`config.mk`:
```
export PLATFORM = sky130hd
export DESIGN_NAME = instruction_fetch
export DESIGN_NICKNAME = d
export VERILOG_FILES = /design/src/rtl/instruction_fetch.sv
export SDC_FILE = /design/constraint.sdc
export NUM_CORES = 1
export LEC_CHECK = 0
export ABC_CLOCK_PERIOD_IN_PS = 2800
export BUFFER_PORTS_ARGS = -buffer_cell sky130_fd_sc_hd__buf_2
export CAP_MARGIN = 25
export CELL_PAD_IN_SITES_DETAIL_PLACEMENT = 1
export CELL_PAD_IN_SITES_GLOBAL_PLACEMENT = 1
export CORE_MARGIN = 1.5
export CORE_UTILIZATION = 36
export DETAILED_ROUTE_END_ITERATION = 8
export PLACE_DENSITY_LB_ADDON = 0.08
export SLEW_MARGIN = 20
export SYNTH_ARGS = -nofsm -noshare
export SYNTH_HDL_FRONTEND = slang
export SYNTH_SLANG_ARGS = --single-unit
```
`constraint.sdc`:
```
create_clock -name clk -period 2.8 [get_ports clk]
set_input_delay 0.28 -clock clk [delete_from_list [all_inputs] [get_ports clk]]
set_output_delay 0.28 -clock clk [all_outputs]
set_load 0.02 [all_outputs]
```
`src/rtl/instruction_fetch.sv`:
```
// rtl/instruction_fetch.sv - instruction fetch stage: PC, BOOT/RUN/HALTED FSM, IF/ID register
//
// Ports:
//   clk            system clock, rising edge
//   rst_n          asynchronous active-low reset
//   stall          hold PC and IF/ID register
//   branch_taken   redirect PC to branch_target (wins over jump)
//   branch_target  8-bit word address of branch destination
//   jump           redirect PC to jump_target
//   jump_target    8-bit word address of jump destination
//   halt           stop fetching until reset
//   imem_addr      word address to instruction memory (equals PC)
//   imem_rd        instruction word returned combinationally by memory
//   if_instr       IF/ID instruction register (0 when not valid)
//   if_pc_plus1    IF/ID copy of fetch address + 1
//   if_valid       IF/ID register holds a real instruction
//   fetch_count    saturating count of instructions latched into IF/ID
//   halted         high while in HALTED state
module instruction_fetch (
    input  logic        clk,
    input  logic        rst_n,
    input  logic        stall,
    input  logic        branch_taken,
    input  logic [7:0]  branch_target,
    input  logic        jump,
    input  logic [7:0]  jump_target,
    input  logic        halt,
    output logic [7:0]  imem_addr,
    input  logic [31:0] imem_rd,
    output logic [31:0] if_instr,
    output logic [7:0]  if_pc_plus1,
    output logic        if_valid,
    output logic [15:0] fetch_count,
    output logic        halted
);

    typedef enum logic [1:0] {
        ST_BOOT   = 2'd0,
        ST_RUN    = 2'd1,
        ST_HALTED = 2'd2
    } state_t;

    state_t      state;
    logic [7:0]  pc;
    logic [7:0]  pc_inc;
    logic        redirect;
    logic [7:0]  redirect_target;
    logic [15:0] count_next;

    assign imem_addr = pc;

    // 8-bit add wraps 0xFF -> 0x00 naturally
    assign pc_inc = pc + 8'd1;

    // Branch has priority when both redirect sources fire together
    assign redirect        = branch_taken | jump;
    assign redirect_target = branch_taken ? branch_target : jump_target;

    // Counter sticks at all-ones instead of wrapping
    assign count_next = (fetch_count == 16'hFFFF) ? fetch_count : fetch_count + 16'd1;

    always_ff @(posedge clk or negedge rst_n) begin
        if (!rst_n) begin
            state       <= ST_BOOT;
            pc          <= 8'h00;
            if_instr    <= 32'h0000_0000;
            if_pc_plus1 <= 8'h00;
            if_valid    <= 1'b0;
            fetch_count <= 16'h0000;
            halted      <= 1'b0;
        end else begin
            case (state)
                // One settling cycle after reset; control inputs ignored
                ST_BOOT: begin
                    state <= ST_RUN;
                end

                ST_RUN: begin
                    if (halt) begin
                        // Halt outranks redirect and stall; leave a NOP bubble
                        state    <= ST_HALTED;
                        halted   <= 1'b1;
                        if_instr <= 32'h0000_0000;
                        if_valid <= 1'b0;
                    end else if (redirect) begin
                        // Redirect outranks stall; squash the IF/ID slot
                        pc       <= redirect_target;
                        if_instr <= 32'h0000_0000;
                        if_valid <= 1'b0;
                    end else if (!stall) begin
                        pc          <= pc_inc;
                        if_instr    <= imem_rd;
                        if_pc_plus1 <= pc_inc;
                        if_valid    <= 1'b1;
                        fetch_count <= count_next;
                    end
                end

                // Frozen until reset
                ST_HALTED: begin
                    halted <= 1'b1;
                end

                default: begin
                    state <= ST_BOOT;
                end
            endcase
        end
    end

endmodule

```
==> run metrics <==
Setup crit end kind=register; fin crit period=approximately 2200 ps; hpwl dp=5.631 mm; Clock Skews=9.709 ps; number of max-cap violations=0; remaining global-route overflow=0; Pre-antenna DRT Iters=4; post-route cell area=between 3000 and 4000 um^2; adder-cell area share of the yosys netlist=less than 1%; metal2 WL=3.815 mm; drt via density=5.176; Simple-Gate Fraction of Synth Area=13.54%; Syn Nets=310; Syn. warnings=0; Synth Area per Inst=approximately 12 um^2; DP Worst Slack=around 610 ps; TritonCTS clock tree=yes; commonest non-fill, non-tap cells in the layout=buf_2 (119), dfrtp_1 (68), a22o_1 (33), nand2_1 (17), xor2_1 (15); CTS sink count=68; Site Rows=32; worst min path class=input pin to async pin; Critical Path Start Type=register; Clock Pin Slew Worst Setup and Hold Paths=90 ps; Ports=between 100 and 150; Worst EP arrival=2450 ps; r2r worst-path depth=4; Final Max Slew Viols=0; register area share after synthesis=58.09%; Synth Area in Compound Gates=roughly 17%; crit-path cells=or3b_1 -> or4_1 -> nor4b_1 -> xor2_1; outcome=finished, violations left; commonest non-fill, non-tap cell in the layout=buf_2; Slew HR=50.00%; ys async rst share=100.0%; met1 WL=3.491 mm; violated checks=hold timing; drt drc=0; maximum resistive drop on vdd=462.4 uV; met3 wire len=349 um; Skew-Pair Late Insertion Delay=350 ps; vias in the first global route=between 2000 and 2500; Crit-path slowest cell=or4_1; DRT antenna net count=0; largest family of logic cells by synthesized area=compound AO/OA/AOI/OAI gates; initial core utilization=37.52%; clock buffer depth=2; Main synth FF type=dfrtp_1; WL final=7.775 mm; multiplexer share of the synthesized area=around 1.8%; setup TNS=0 ps; crit-path max FO=6; # setup viols final=0; die width=93.20 um; cts hold-fix bufs=0; Post-DP Area=3652 um^2; port bufs=119; DIE AREA=around 8700 um^2; Post-Synthesis Cells=254; starting DRC count in detailed routing=100; Post-CTS Setup Bufs=0; PwrDens=roughly 820 nW/um^2; Final Power=0.003177 W; endpoints failing hold=8; Syn-to-layout area delta=31.52%; leak pwr=2.065 nW; fraction of layout cells with a size suffix above 1=38.95%; number of diodes=0; worst endpoint required time=3060 ps; reg2reg end=fetch_count[11]; Die H=approximately 93 um; TritonCTS Buffers=9; GRT Overall Usage=about 19%; reg2reg start=state[1]; Final GP Congestion=0.7572; htree depth=3; largest net degree at the start of global routing=39; Post-synth EDFFs=0; # nets final=431; PostCTS Resize Cnt=0; top sig layer=met4; first-pass GRT wire length=12.47 mm; period utilization=78.19%; Critical Path Max Stage Delay=670 ps; initial antenna violation count=0; slew at the pin with the worst max-slew slack=743.9 ps; synthesized cell area=2929 um^2; flop2flop setup slack=610 ps; XOR/XNOR Fraction of Synth Area=5.980%; Final Worst Setup Slack=610.8 ps; WHS=-1.146 ps; f_max=0.4568 GHz; root buffer cell=clkbuf_8; Setup Crit Path Kind=register to register; #FFs+latches synth=68; routed via count=approximately 2500; Netlist cell types=36; drt wl/cell=between 15 and 20 um; CORE AREA=7807 um^2; RSZ-0062 raised after global routing=no
## Yosys cell counts, types with 4 or more instances
cell type,number,area (um^2)
a21oi_1,6,30.03
a22o_1,33,289.0
a31oi_1,4,25.02
and3_1,5,31.28
clkbuf_1,11,41.29
dfrtp_1,68,1702
inv_1,4,15.01
nand2_1,17,63.81
nand3_1,11,55.05
nand4_1,4,25.02
nor2_1,10,37.54
nor3_1,7,35.03
nor4_1,4,25.02
o21ai_0,12,60.06
o22a_1,5,43.79
o22ai_1,4,25.02
xnor2_1,5,43.79
xor2_1,15,131.4
## area by class of cell
cell class                      count  area (um^2)
Inverter                            4        15.01
Clock buffer                        9        123.9
Multi-Input combinational cell    169         1157
Clock inverter                      7        76.32
Tap cell                          102        127.6
Fill cell                         916         3955
Sequential cell                    68         1702
Timing Repair Buffer              123        650.6
## report_power, final
| group | switching (W) | internal, W |
|---|---|---|
| clock | 0.000411 | 0.000416 |
| combinational | 0.000610 | 0.000375 |
| sequential | 0.000186 | 0.00118 |
| total | 0.00121 | 0.00197 |
## per-layer routing
layer / vias to the layer above / global-route usage [%]
li1: 1181 / -
met1: 1236 / 25.08
met2: 68 / 29.14
met3: 10 / 4.065
met4: 0 / 6.818
met5: - / 0
## kinds of logic after synthesis
kind of cell             after synthesis
AO/OA/AOI/OAI                         68
XOR/XNOR                              20
adder cells (fa/ha/maj)                2
buffers and inverters                 17
flip-flops                            68
multiplexers                           5
AND/OR/NAND/NOR                       74
## worst max-delay path: cells and delay by family (launching register included)
kind	cells	cell delay (ps)
xor+xnor	1	170
simple gates	3	1540
flops	1	400
## metrics by stage
step                      utilization [%]  cells  hold WS, ps
after detailed placement            46.78    466        393.9
after CTS                           49.34    482        8.090
after floorplan                         -    254       -15.59
after global routing                49.34    482        35.73
final                               49.34    482       -1.146
after global placement              46.78    466        378.8
## sequential cells by signal (all words and copies together) (netlist names)
| name | cells |
|---|---|
| state | 2 |
| if_pc_plus1 | 8 |
| imem_addr | 8 |
| if_instr | 32 |
| halted | 1 |
| if_valid | 1 |
| fetch_count | 16 |
## how the worst max path moves through the flow
stage | startpoint | end | slack [ps] | cells after the start
6_report | state[1] | fetch_count[11] | 610 | 4
3_3_place_gp | halt | fetch_count[11] | 700 | 5
3_5_place_dp | fetch_count[0] | fetch_count[1] | 610 | 5
5_1_grt | fetch_count[0] | fetch_count[1] | 390 | 5
4_1_cts | state[1] | fetch_count[11] | 590 | 4
2_1_floorplan | fetch_count[0] | fetch_count[1] | 780 | 5
No activity file was read; power rests on OpenSTA's default activity.
